[src/rtl/sim_result_if.sv]
// Checker-to-monitor bundle: check events and end request in, verdict and report out.
// The master side belongs to the test harness and the slave side to the result monitor.
interface sim_result_if;
    logic        check_valid;
    logic        check_pass;
    logic [7:0]  check_id;
    logic        end_req;
    logic        sim_success;
    logic        sim_done;
    logic [31:0] sim_report;

    modport master (
        output check_valid, check_pass, check_id, end_req,
        input  sim_success, sim_done, sim_report
    );

    modport slave (
        input  check_valid, check_pass, check_id, end_req,
        output sim_success, sim_done, sim_report
    );
endinterface

[src/rtl/sim_result_monitor.sv]
// Counts checker pass/fail events and runs an idle watchdog.
// After an end request plus drain, or after a timeout, it latches a sticky verdict and a final report word.
module sim_result_monitor #(
    parameter int TIMEOUT_CYCLES = 100000,
    parameter int MIN_CHECKS     = 1,
    parameter int HOLDOFF        = 16
) (
    input  logic         clk,
    input  logic         rst,
    sim_result_if.slave  mon
);

    typedef enum logic [1:0] {
        ST_RUN   = 2'd0,
        ST_DRAIN = 2'd1,
        ST_DONE  = 2'd2
    } state_e;

    localparam int WD_W = (TIMEOUT_CYCLES > 2) ? $clog2(TIMEOUT_CYCLES) : 1;
    localparam int DR_W = (HOLDOFF > 2) ? $clog2(HOLDOFF) : 1;
    localparam logic [WD_W-1:0] WD_LAST = WD_W'(TIMEOUT_CYCLES - 1);
    localparam logic [DR_W-1:0] DR_LAST = DR_W'(HOLDOFF - 1);
    localparam logic [15:0]     MIN_CNT = 16'(MIN_CHECKS);

    localparam logic [7:0] TAG_PASS    = 8'hC0;
    localparam logic [7:0] TAG_FAIL    = 8'hF0;
    localparam logic [7:0] TAG_SUCCESS = 8'hD0;
    localparam logic [7:0] TAG_TIMEOUT = 8'hE0;
    localparam logic [7:0] TAG_FAILED  = 8'hDF;

    state_e            state_q,     state_d;
    logic [15:0]       pass_cnt_q,  pass_cnt_d;
    logic              fail_seen_q, fail_seen_d;
    logic [WD_W-1:0]   wdog_q,      wdog_d;
    logic [DR_W-1:0]   drain_q,     drain_d;
    logic              done_q,      done_d;
    logic              success_q,   success_d;
    logic [31:0]       report_q,    report_d;

    logic              check_evt;
    logic              timeout;
    logic              finish;
    logic [7:0]        final_tag;

    always_comb begin
        // NOTE: every signal assigned here gets a default first, so no path leaves one unassigned and infers a latch.
        state_d     = state_q;
        pass_cnt_d  = pass_cnt_q;
        fail_seen_d = fail_seen_q;
        wdog_d      = wdog_q;
        drain_d     = drain_q;
        done_d      = done_q;
        success_d   = success_q;
        report_d    = report_q;
        timeout     = 1'b0;
        finish      = 1'b0;
        final_tag   = TAG_FAILED;

        check_evt = mon.check_valid && (state_q != ST_DONE);

        if (check_evt) begin
            if (mon.check_pass) begin
                pass_cnt_d = (pass_cnt_q == 16'hFFFF) ? pass_cnt_q : pass_cnt_q + 16'd1;
                report_d   = {TAG_PASS, mon.check_id, pass_cnt_d};
            end else begin
                fail_seen_d = 1'b1;
                report_d    = {TAG_FAIL, mon.check_id, pass_cnt_q};
            end
        end

        unique case (state_q)
            ST_RUN: begin
                if (mon.end_req) begin
                    state_d = ST_DRAIN;
                    drain_d = '0;
                end else if (!mon.check_valid && (wdog_q == WD_LAST)) begin
                    timeout = 1'b1;
                    finish  = 1'b1;
                end else begin
                    wdog_d = mon.check_valid ? '0 : wdog_q + 1'b1;
                end
            end
            ST_DRAIN: begin
                if (drain_q == DR_LAST) finish = 1'b1;
                else                    drain_d = drain_q + 1'b1;
            end
            default: ;
        endcase

        // The verdict uses the *_d values, so a check on the final drain cycle is included.
        if (finish) begin
            state_d   = ST_DONE;
            done_d    = 1'b1;
            success_d = !fail_seen_d && !timeout && (pass_cnt_d >= MIN_CNT);
            if (success_d)    final_tag = TAG_SUCCESS;
            else if (timeout) final_tag = TAG_TIMEOUT;
            report_d  = {final_tag, 8'h00, pass_cnt_d};
        end
    end

    // NOTE: state registers use non-blocking assignments so every flop samples the same pre-edge values.
    always_ff @(posedge clk or posedge rst) begin
        if (rst) begin
            state_q     <= ST_RUN;
            pass_cnt_q  <= '0;
            fail_seen_q <= 1'b0;
            wdog_q      <= '0;
            drain_q     <= '0;
            done_q      <= 1'b0;
            success_q   <= 1'b0;
            report_q    <= '0;
        end else begin
            state_q     <= state_d;
            pass_cnt_q  <= pass_cnt_d;
            fail_seen_q <= fail_seen_d;
            wdog_q      <= wdog_d;
            drain_q     <= drain_d;
            done_q      <= done_d;
            success_q   <= success_d;
            report_q    <= report_d;
        end
    end

    assign mon.sim_done    = done_q;
    assign mon.sim_success = success_q;
    assign mon.sim_report  = report_q;

endmodule

[src/flat_wrapper.sv]
// flat-port wrapper written by rule: the top's interface ports become plain ports
module sim_result_monitor_flat 
#(
    parameter int TIMEOUT_CYCLES = 100000,
    parameter int MIN_CHECKS     = 1,
    parameter int HOLDOFF        = 16
)
  (clk, rst, mon_check_valid, mon_check_pass, mon_check_id, mon_end_req, mon_sim_success, mon_sim_done, mon_sim_report);
  sim_result_if mon_i ();
  input  logic clk;
  input  logic rst;
  input wire logic [$bits(mon_i.check_valid)-1:0] mon_check_valid;
  input wire logic [$bits(mon_i.check_pass)-1:0] mon_check_pass;
  input wire logic [$bits(mon_i.check_id)-1:0] mon_check_id;
  input wire logic [$bits(mon_i.end_req)-1:0] mon_end_req;
  output wire logic [$bits(mon_i.sim_success)-1:0] mon_sim_success;
  output wire logic [$bits(mon_i.sim_done)-1:0] mon_sim_done;
  output wire logic [$bits(mon_i.sim_report)-1:0] mon_sim_report;
  assign mon_i.check_valid = mon_check_valid;
  assign mon_i.check_pass = mon_check_pass;
  assign mon_i.check_id = mon_check_id;
  assign mon_i.end_req = mon_end_req;
  assign mon_sim_success = mon_i.sim_success;
  assign mon_sim_done = mon_i.sim_done;
  assign mon_sim_report = mon_i.sim_report;
  sim_result_monitor #(.TIMEOUT_CYCLES(TIMEOUT_CYCLES), .MIN_CHECKS(MIN_CHECKS), .HOLDOFF(HOLDOFF)) u_core (.clk(clk), .rst(rst), .mon(mon_i));
endmodule
[config.mk]
export PLATFORM = sky130hd
export DESIGN_NAME = sim_result_monitor_flat
export DESIGN_NICKNAME = d
export VERILOG_FILES = /design/src/rtl/sim_result_if.sv /design/src/rtl/sim_result_monitor.sv /design/src/flat_wrapper.sv
export SDC_FILE = /design/constraint.sdc
export NUM_CORES = 1
export LEC_CHECK = 0
export BUFFER_PORTS_ARGS = -buffer_cell sky130_fd_sc_hd__buf_2
export CAP_MARGIN = 20
export CORE_ASPECT_RATIO = 0.75
export CORE_MARGIN = 5
export CORE_UTILIZATION = 50
export CTS_CLUSTER_SIZE = 16
export DETAILED_ROUTE_END_ITERATION = 10
export PLACE_DENSITY = 0.84
export SYNTH_ARGS = -nofsm -noshare
export SYNTH_HDL_FRONTEND = slang
export SYNTH_SLANG_ARGS = --single-unit
[constraint.sdc]
create_clock -name clk -period 2.4 [get_ports clk]
set_input_delay 0.24 -clock clk [delete_from_list [all_inputs] [get_ports clk]]
set_output_delay 0.24 -clock clk [all_outputs]
set_load 0.01 [all_outputs]
# ---- After elaboration in Yosys (flattened, before gate mapping)
# Index checks and enable logic that the tools add are counted.
dict set report word_totals {
  register_bits 74
  inputBits 13
  output_inout_bits 34
  wordCells 58
}
dict set report op_classes {
  n_addsub 3
  n_lt_le_gt_ge 1
  n_eq_ne 7
  mux 22
  n_bitwise 2
  n_reduce_logical 15
}
# operator count
set ops {}
lappend ops {{$mux 32} 2}
lappend ops {{$mux 16} 3}
lappend ops {{$mux 30} 1}
lappend ops {{$add 17x1->17 const B} 1}
lappend ops {{$eq 17x17->1 const B} 1}
lappend ops {{$mux 17} 1}
lappend ops {{$add 16x1->16 const B} 1}
lappend ops {{$eq 16x16->1 const B} 1}
lappend ops {{$ge 16x1->1 const B} 1}
lappend ops {{$mux 4} 2}
lappend ops {{$mux 8} 1}
lappend ops {{$pmux 4 s2} 1}
lappend ops {{$reduce_bool 2->1} 4}
lappend ops {{$mux 1} 6}
lappend ops {{$mux 2} 3}
lappend ops {{$mux 6} 1}
lappend ops {{$ne 2x2->1 const B} 3}
lappend ops {{$reduce_and 3->1} 2}
lappend ops {{$add 4x1->4 const B} 1}
lappend ops {{$eq 4x4->1 const B} 1}
lappend ops {{$logic_and 1x1->1} 4}
lappend ops {{$logic_not 1->1} 3}
lappend ops {{$eq 2x1->1 const B} 1}
lappend ops {{$logic_not 2->1} 1}
lappend ops {{3 further kinds} 4}

# ---- Logic depth before layout (Yosys ltp)
# Gate-level depths: netlist (run 1).
dict set report logic_depth {
  ltp_word 10
  mapped_depth 9
  ltp_nobuf 8
}

# ---- Least setup slack after synthesis (run 1)
# No wires, ideal clock.
dict set report synth_timing {
  kind {reg2reg}
  startpoint {register u_core.pass_cnt_q[1]}
  endpoint {register u_core.success_q, in the netlist u_core.mon.sim_success}
  t_arrival_ns 2.184
  slack_ns 0.093
  stages_incl_launch_ff 10
  path_buffers 1
  synth_period_minus_slack_ns 2.307
  cell_sequence {dfrtp_1 -> ha_1 -> and3_1 -> buf_4 -> nand4_1 -> nor3_1 -> mux2_2 -> a2111o_1 -> o21ai_0 -> a21oi_1}
}
dict set report synth_between {
  elab_chain_len 6
  elab_cells_between_ends 7
}
# item line_no
set synth_rtl {}
lappend synth_rtl {{from (decl)} sim_result_monitor.sv:32} ;# logic [15:0] pass_cnt_q, pass_cnt_d;
lappend synth_rtl {{from (signal assigned)} sim_result_monitor.sv:114} ;# pass_cnt_q <= pass_cnt_d;
lappend synth_rtl {{$add 16x1->16 / $eq 16x16->1 (equally long branches)} sim_result_monitor.sv:63} ;# pass_cnt_d = (pass_cnt_q == 16'hFFFF) ? pass_cnt_q : pass_cnt_q + 16'd1;
lappend synth_rtl {{$mux 16 *} sim_result_monitor.sv:63}
lappend synth_rtl {{$mux 16 *} sim_result_monitor.sv:62} ;# if (mon.check_pass) begin
lappend synth_rtl {{$mux 16 *} sim_result_monitor.sv:61} ;# if (check_evt) begin
lappend synth_rtl {{net u_core.pass_cnt_d[14]} sim_result_monitor.sv:32}
lappend synth_rtl {{$ge 16x1->1 *} sim_result_monitor.sv:94} ;# success_d = !fail_seen_d && !timeout && (pass_cnt_d >= MIN_CNT);
lappend synth_rtl {{$logic_and 1x1->1 *} sim_result_monitor.sv:94}
lappend synth_rtl {{to (signal assigned)} sim_result_monitor.sv:119} ;# success_q <= success_d;
lappend synth_rtl {{to (decl)} sim_result_monitor.sv:37} ;# logic success_q, success_d;
# The timed path passes the listed nets; every way through them passes the cells marked *.
# A chain may end at the register's enable or synchronous reset.

# ---- Worst setup path in the final report (run 1)
dict set report layout_timing {
  startpoint {register u_core.pass_cnt_q[0]}
  endpoint {register u_core.report_q[27], in the netlist u_core.mon.sim_report[27]}
}
dict set report layout_between {
  elab_chain_len 8
  elab_cells_between_ends 9
}
# item line_no
set layout_rtl {}
lappend layout_rtl {{$add 16x1->16 / $eq 16x16->1 (equally long branches)} sim_result_monitor.sv:63}
lappend layout_rtl {{$mux 16 *} sim_result_monitor.sv:63}
lappend layout_rtl {{$mux 16 *} sim_result_monitor.sv:62}
lappend layout_rtl {{$mux 16 *} sim_result_monitor.sv:61}
lappend layout_rtl {{net u_core.pass_cnt_d[7]} sim_result_monitor.sv:32}
lappend layout_rtl {{$ge 16x1->1 *} sim_result_monitor.sv:94}
lappend layout_rtl {{$logic_and 1x1->1 *} sim_result_monitor.sv:94}
lappend layout_rtl {{$mux 8 *} sim_result_monitor.sv:95} ;# if (success_d) final_tag = TAG_SUCCESS;
lappend layout_rtl {{$mux 32 *} sim_result_monitor.sv:91} ;# if (finish) begin
lappend layout_rtl {{to (signal assigned)} sim_result_monitor.sv:120} ;# report_q <= report_d;
lappend layout_rtl {{to (decl)} sim_result_monitor.sv:38} ;# logic [31:0] report_q, report_d;
# Marks and branches as above.

==> key figures, run 1 <==
Status
  – Status: completed

Timing
  – RSZ-0062 raised after global routing: yes
  – Slew margin rel.: 49.75%
  – Final Critical Period: 2354 ps
  – Final Max Slew Viols: 0
  – Fin Setup TNS: 0 ps
  – Max Clock Skew: 10.83 ps
  – Final setup violation count: 0
  – Share of the cycle needed by the critical path after routing: 98.10%
  – Worst hold slack after final layout: 119.2 ps
  – Maximum operating frequency: 424.8 MHz
  – Final hold violations: 0
  – Transition time at the pin with the least slew margin: 750.9 ps

Synth
  – Number of enable-type register cells in the synthesized netlist: 0
  – Post-synthesis area per instance: 9.162 um2
  – Sequential share of the synthesized area: 47.09%
  – Number of warnings printed during yosys synthesis: 0
  – Distinct cells, synth: 57
  – Number of flip-flops and latches in the synthesized netlist: 70
  – Async SR Flop Fraction: 100.0%
  – Primary FF master, synth: sky130_fd_sc_hd__dfrtp_1
  – Post-Syn Nets: 422
  – Post-synthesis cell count: 406
  – Area of the mapped netlist: 0.003720 mm2

Layout
  – Number of filler cells placed in the layout: 626
  – Commonest non-fill, non-tap cell in the layout: sky130_fd_sc_hd__dfrtp_1
  – Final core occ: 62.07%
  – Final #Nets: 496
  – Top library cells by usage in the layout, fill and taps aside: sky130_fd_sc_hd__dfrtp_1 (70), sky130_fd_sc_hd__buf_2 (46), sky130_fd_sc_hd__nor2_1 (45), sky130_fd_sc_hd__nand2_1 (44), sky130_fd_sc_hd__buf_4 (38)
  – Layout cells sized above 1: 27.22%
  – Area delta synth->final: 21.76%
  – Multi-input gate area: 0.001861 mm2
  – FF+latch area: 0.001752 mm2
  – ANT cells: 0
  – Post-route cell area: 0.004529 mm2

Route
  – Number of vias per cell after detailed routing: 5.870
  – DR DRC count: 0
  – Antenna-violating nets left: 0
  – Average wire per standard cell: 16.56 um
  – Final Routed Wirelength: 9703 um
  – Vias after detailed routing: 3440
  – Number of DRC violations after detailed-routing iteration 0: 361
  – DRT Pass-1 Iters: 5

Setup path
  – Capturing element type of the critical path: register
  – Crit path arrival time: 2630 ps
  – Reg2Reg Setup Slack: 50 ps
  – Worst path max stage delay: 430 ps
  – Worst Path Required: 2680 ps
  – Classification of the worst setup path: reg -> reg
  – Sequence of cells on the critical path: buf_6 > nand4_1 > buf_4 > or4_4 > xnor2_1 > a2111o_1 > o21bai_1 > a22o_1
  – Startpoint Class: register
  – Critical path's slowest cell: sky130_fd_sc_hd__or4_4
  – Max FO, Critical Path: 7

Clock tree
  – Clock tree from TritonCTS: done
  – CTS H-tree lvls: 3
  – Clock tree root driver cell: sky130_fd_sc_hd__clkbuf_8
  – Maximum buffer depth of the clock tree: 2
  – CTS sink cnt: 70
  – Clock network latency to the later pin of the worst-skew pair: 350 ps
  – Clock input transition at the sequential cells of the worst setup and hold paths: 80 ps
  – Clock buffer count from CTS: 9

Floorplanning
  – Die H: 84.70 um
  – Die extent in x: 109.6 um
  – Initial core utilization: 50.98%
  – Number of cell rows: 27
  – Total Die Area: 0.009282 mm2
  – Floorplan core area: 0.007297 mm2
  – Number of top-level pins: 47

Power
  – Part of the power in combinational logic: 2.7%
  – Net switching fraction of the power: 23.41%
  – Part of the total power dissipated in the clock network: 43.0%
  – Total net switching power: 0.5147 mW
  – Internal portion of total power: 1.684 mW
  – Lkg Pwr: 2.083 nW
  – Power density normalized to cell area: 485.4 mW/mm2
  – Seq pwr share: 54.2%
  – Worst voltage drop across the vdd grid: 0.0004212 V

Placement
  – Placer congestion estimate: 0.9445
  – Final HPWL DP: 7015 um
  – IO Port Bufs: 46
  – Dpl cell area: 0.004210 mm2

Hold path
  – Path category of the worst min-delay check: in -> reg

GRT
  – Number of global-route vias before repair: 3294
  – Maximum number of pins on one net before global-route repair: 26
  – Wire length of the first global-routing pass: 16250 um
  – Total gr overflow: 0
  – Total global routing track utilization: 22.29%
  – Initial antenna violation count: 0

Run
  – Reported max-cap violation count: 0
## metal layers
metal / track usage (%) / share of wire, % / up-vias
met2: 33.19 / 46 / 163
met5: 0 / 0 / -
met4: 5.549 / 1.2 / 0
met1: 31.90 / 45 / 1641
met3: 6.533 / 8.2 / 18
li1: - / - / 1618
## per-stage QoR
step / cells / setup WS, ps / total power [mW]
final: 586 / 45.69 / 2.198
after global routing: 586 / -38.76 / 2.312
after CTS: 583 / 26.43 / 2.222
after detailed placement: 566 / -31.75 / 1.274
after global placement: 566 / 58.27 / 1.272
after floorplan: 406 / 92.53 / 1.243
## path summary, 6_finish.rpt
check,from,endpoint,cells after the start
max in group asynchronous,rst,u_core.pass_cnt_q[15]$_DFF_PP0_,4
min in group asynchronous,rst,u_core.pass_cnt_q[3]$_DFF_PP0_,3
max reg2reg,u_core.pass_cnt_q[0]$_DFF_PP0_,u_core.mon.sim_report[27]$_DFFE_PP0P_,8
min reg2reg,u_core.mon.sim_done$_DFFE_PP0P_,u_core.mon.sim_done$_DFFE_PP0P_,1
max,u_core.pass_cnt_q[0]$_DFF_PP0_,u_core.mon.sim_report[27]$_DFFE_PP0P_,8
min,mon_check_id[4],u_core.mon.sim_report[20]$_DFFE_PP0P_,3
## sequential cells by signal (all words and copies together) (netlist names)
signal / flops
u_core.mon.sim_done: 1
u_core.state_q: 2
u_core.wdog_q: 17
u_core.mon.sim_report: 28
u_core.pass_cnt_q: 16
u_core.mon.sim_success: 1
u_core.fail_seen_q: 1
u_core.drain_q: 4
## critical path: cells and delay by family (launching register included)
family          cells  cell delay (ps)
xor+xnor            1              160
compound gates      3              720
simple gates        2              610
flops               1              420
buf+inv             2              360
## synth_stat cells, types with 5 or more instances
master,number,area [um2]
sky130_fd_sc_hd__and3_1,8,50.05
sky130_fd_sc_hd__nor2_1,45,168.9
sky130_fd_sc_hd__clkbuf_1,9,33.78
sky130_fd_sc_hd__nor3_1,23,115.1
sky130_fd_sc_hd__nand4_1,14,87.58
sky130_fd_sc_hd__nand3_1,18,90.09
sky130_fd_sc_hd__a211oi_1,7,52.55
sky130_fd_sc_hd__nand2_1,44,165.2
sky130_fd_sc_hd__a21oi_1,27,135.1
sky130_fd_sc_hd__buf_4,7,52.55
sky130_fd_sc_hd__xor2_1,9,78.83
sky130_fd_sc_hd__and2_1,6,37.54
sky130_fd_sc_hd__o31ai_1,5,37.54
sky130_fd_sc_hd__a31oi_1,5,31.28
sky130_fd_sc_hd__xnor2_1,7,61.31
sky130_fd_sc_hd__o21ai_0,17,85.08
sky130_fd_sc_hd__inv_1,10,37.54
sky130_fd_sc_hd__a22o_1,5,43.79
sky130_fd_sc_hd__dfrtp_1,70,1752
sky130_fd_sc_hd__or2_2,6,37.54
## layout make-up
class,instances,share of cell area [%]
repair buffers,87,12.29
multi-input cells,302,41.08
clock buffers,9,2.735
well taps,101,2.790
flip-flops and latches,70,38.67
inverters,10,0.8287
clock inverters,7,1.602
## logic make-up (layout without fill, tap and decap cells)
logic type | count (synthesis) | count (layout) | synth area share, %
and+or+nand+nor | 191 | 191 | 26.40
AOI/OAI and AO/OA | 90 | 90 | 15.91
DFF | 70 | 70 | 47.09
buffers and inverters | 34 | 113 | 5.213
xor gates and xnor gates | 16 | 16 | 3.767
adders and majority gates | 3 | 3 | 1.009
muxes | 2 | 2 | 0.6054
## timing repair
| item | 4_1_cts | 5_1_grt |
|---|---|---|
| gates resized for setup | 2 | 15 |
| setup endpoints to repair | 2 | 2 |
| buffers inserted | 0 | 3 |
| hold endpoints to repair | 22 | 0 |
| hold buffers | 1 | 0 |
| pin swaps | 0 | 6 |
## power groups by stage
stage	clock [mW]	sequential [mW]	combinational, mW
2_1_floorplan	0	1.21	0.0300
4_1_cts	0.969	1.19	0.0606
3_3_place_gp	0	1.21	0.0571
6_report	0.946	1.19	0.0602
5_1_grt	1.05	1.19	0.0707
3_5_place_dp	0	1.21	0.0593
Note: power is estimated with default switching activity, not from simulation.
==> run 2: changes to the inputs <==
- CAP_MARGIN: 20 -> default
- CORE_MARGIN: 5 -> default
==> run 2 against run 1 <==
Die area down 16%. Via count decreased by 0.49%. Routed wire length fell by 4.4%. Final cell count shrank 1.5%. Count of clock-buffer cells in the layout is 3 higher.
==> key figures, run 2 (synthesized netlist as in run 1, its figures left out) <==
Status
  – Status: completed (unchanged)

Timing
  – Final Max Slew Viols: 0 (unchanged)
  – Final hold violations: 0 (unchanged)
  – Share of the cycle needed by the critical path after routing: 98.92% (was 98.10%)
  – Final setup violation count: 0 (unchanged)
  – Fin Setup TNS: 0 ps (unchanged)
  – Maximum operating frequency: 421.2 MHz (was 424.8 MHz)
  – Max Clock Skew: 5.813 ps (was 10.83 ps)
  – Final Critical Period: 2374 ps (was 2354 ps)
  – RSZ-0062 raised after global routing: no (was yes)
  – Transition time at the pin with the least slew margin: 466.6 ps (was 750.9 ps)
  – Slew margin rel.: 68.73% (was 49.75%)

Power
  – Part of the power in combinational logic: 2.8% (was 2.7%)
  – Net switching fraction of the power: 23.95% (was 23.41%)
  – Total net switching power: 0.5043 mW (was 0.5147 mW)
  – Internal portion of total power: 1.601 mW (was 1.684 mW)
  – Worst voltage drop across the vdd grid: 0.0002943 V (was 0.0004212 V)
  – Seq pwr share: 56.6% (was 54.2%)
  – Part of the total power dissipated in the clock network: 40.6% (was 43.0%)
  – Lkg Pwr: 2.007 nW (was 2.083 nW)
  – Power density normalized to cell area: 478.0 mW/mm2 (was 485.4 mW/mm2)

Floorplanning
  – Number of top-level pins: 47 (unchanged)
  – Floorplan core area: 0.006994 mm2 (was 0.007297 mm2)
  – Number of cell rows: 26 (was 27)
  – Initial core utilization: 53.18% (was 50.98%)
  – Total Die Area: 0.007792 mm2 (was 0.009282 mm2)
  – Die H: 76.70 um (was 84.70 um)
  – Die extent in x: 101.6 um (was 109.6 um)

Setup path
  – Crit path arrival time: 2620 ps (was 2630 ps)
  – Startpoint Class: register (unchanged)
  – Capturing element type of the critical path: register (unchanged)
  – Max FO, Critical Path: 7 (unchanged)
  – Worst Path Required: 2640 ps (was 2680 ps)
  – Classification of the worst setup path: reg -> reg (unchanged)

Route
  – Number of vias per cell after detailed routing: 5.932 (was 5.870)
  – Average wire per standard cell: 16.07 um (was 16.56 um)
  – Antenna-violating nets left: 0 (unchanged)
  – DR DRC count: 0 (unchanged)
  – DRT Pass-1 Iters: 5 (unchanged)
  – Number of DRC violations after detailed-routing iteration 0: 334 (was 361)
  – Vias after detailed routing: 3423 (was 3440)
  – Final Routed Wirelength: 9275 um (was 9703 um)

Clock tree
  – Clock network latency to the later pin of the worst-skew pair: 360 ps (was 350 ps)
  – Clock input transition at the sequential cells of the worst setup and hold paths: 70 ps (was 80 ps)
  – Maximum buffer depth of the clock tree: 2 (unchanged)
  – CTS H-tree lvls: 3 (unchanged)
  – CTS sink cnt: 70 (unchanged)
  – Clock tree root driver cell: sky130_fd_sc_hd__clkbuf_8 (unchanged)
  – Clock buffer count from CTS: 9 (unchanged)
  – Clock tree from TritonCTS: done (unchanged)

GRT
  – Total global routing track utilization: 25.51% (was 22.29%)
  – Wire length of the first global-routing pass: 15200 um (was 16250 um)
  – Number of global-route vias before repair: 3209 (was 3294)
  – Initial antenna violation count: 0 (unchanged)
  – Total gr overflow: 0 (unchanged)
  – Maximum number of pins on one net before global-route repair: 71 (was 26)

Layout
  – Flip-flop count of the largest register after layout: 28 (unchanged)
  – Final #Nets: 490 (was 496)
  – ANT cells: 0 (unchanged)
  – Final cell count without fillers: 577 (was 586)
  – Layout cells sized above 1: 26.30% (was 27.22%)
  – Area delta synth->final: 18.40% (was 21.76%)
  – Commonest non-fill, non-tap cell in the layout: sky130_fd_sc_hd__dfrtp_1 (unchanged)
  – Number of filler cells placed in the layout: 577 (was 626)
  – FF+latch area: 0.001754 mm2 (was 0.001752 mm2)
  – Multi-input gate area: 0.001814 mm2 (was 0.001861 mm2)
  – Top library cells by usage in the layout, fill and taps aside: sky130_fd_sc_hd__dfrtp_1 (68), sky130_fd_sc_hd__buf_2 (46), sky130_fd_sc_hd__nand2_1 (44), sky130_fd_sc_hd__nor2_1 (44), sky130_fd_sc_hd__buf_4 (33) (was sky130_fd_sc_hd__dfrtp_1 (70), sky130_fd_sc_hd__buf_2 (46), sky130_fd_sc_hd__nor2_1 (45), sky130_fd_sc_hd__nand2_1 (44), sky130_fd_sc_hd__buf_4 (38))

Placement
  – DP Cell Count: 560 (was 566)
  – Final HPWL DP: 6491 um (was 7015 um)
  – Placer congestion estimate: 0.9589 (was 0.9445)
  – IO Port Bufs: 46 (unchanged)

Run
  – Reported max-cap violation count: 0 (unchanged)

Hold path
  – Path category of the worst min-delay check: in -> reg (unchanged)
run 2: power by group through the flow:
stage                     combinational [mW]  sequential, mW  clock, mW
after global placement                0.0554            1.21          0
final                                 0.0579            1.19      0.855
after floorplan                       0.0300            1.21          0
after CTS                             0.0590            1.19      0.864
after detailed placement              0.0576            1.21          0
after global routing                  0.0664            1.19      0.918
run 2: what timing repair did:
action / 4_1_cts / 5_1_grt
resized for setup: 2 / 11
hold buffers: 1 / 0
endpoints found under the setup margin: 2 / 3
endpoints found under the hold margin: 70 / 0
buffers inserted: 0 / 0
run 2: worst max-delay path, cell delays in order, from the launching register on:
cell                        delay, ps
sky130_fd_sc_hd__dfrtp_1          360
sky130_fd_sc_hd__buf_4            160
sky130_fd_sc_hd__nand4_1          160
sky130_fd_sc_hd__nor3_2           400
sky130_fd_sc_hd__nand3_1          130
sky130_fd_sc_hd__a2111oi_1        430
sky130_fd_sc_hd__buf_4            180
sky130_fd_sc_hd__nand4_1          110
sky130_fd_sc_hd__o21ai_0          230
sky130_fd_sc_hd__a21oi_1           90
run 2: worst paths after layout:
kind                                                 from                               endpoint  slack, ps  depth (start not counted)
max in group asynchronous                             rst  u_core.mon.sim_report[15]$_DFFE_PP0P_       1610                          4
min reg2reg                  u_core.fail_seen_q$_DFF_PP0_           u_core.fail_seen_q$_DFF_PP0_        470                          1
max                        u_core.pass_cnt_q[0]$_DFF_PP0_     u_core.mon.sim_success$_DFFE_PP0P_         30                          9
max reg2reg                u_core.pass_cnt_q[0]$_DFF_PP0_     u_core.mon.sim_success$_DFFE_PP0P_         30                          9
min                                       mon_check_id[5]  u_core.mon.sim_report[21]$_DFFE_PP0P_        110                          3
min in group asynchronous                             rst         u_core.pass_cnt_q[4]$_DFF_PP0_        500                          4
run 2: stage by stage:
step	setup slack (ps)	total power, mW	hold slack [ps]	util (%)	cell area, um2
after floorplan	92.53	1.243	370.7	-	3720
after global placement	80.61	1.270	343.0	59.82	4184
after detailed placement	5.195	1.273	346.6	59.82	4184
after CTS	1.545	2.115	99.42	62.40	4364
after global routing	4.202	2.177	100.5	62.97	4404
final	25.87	2.105	108.7	62.97	4404
run 2: final cells by class:
cell class | instances | area share (%)
clock inverters | 4 | 0.5114
clock buffers | 12 | 3.295
inverters | 10 | 0.8523
flip-flops and latches | 70 | 39.83
multi-input cells | 302 | 41.19
repair buffers | 81 | 11.53
well taps | 98 | 2.784
run 2: per-layer routing:
metal  up-vias  share of wire (%)  wire [um]  global-route usage (%)
li1       1606                  -          -                       -
met1      1623                 46       4306                   36.81
met3        21                8.9        826                   8.387
met5         -                  0          0                       0
met2       173                 43       3984                   35.61
met4         0                1.7        157                   8.841
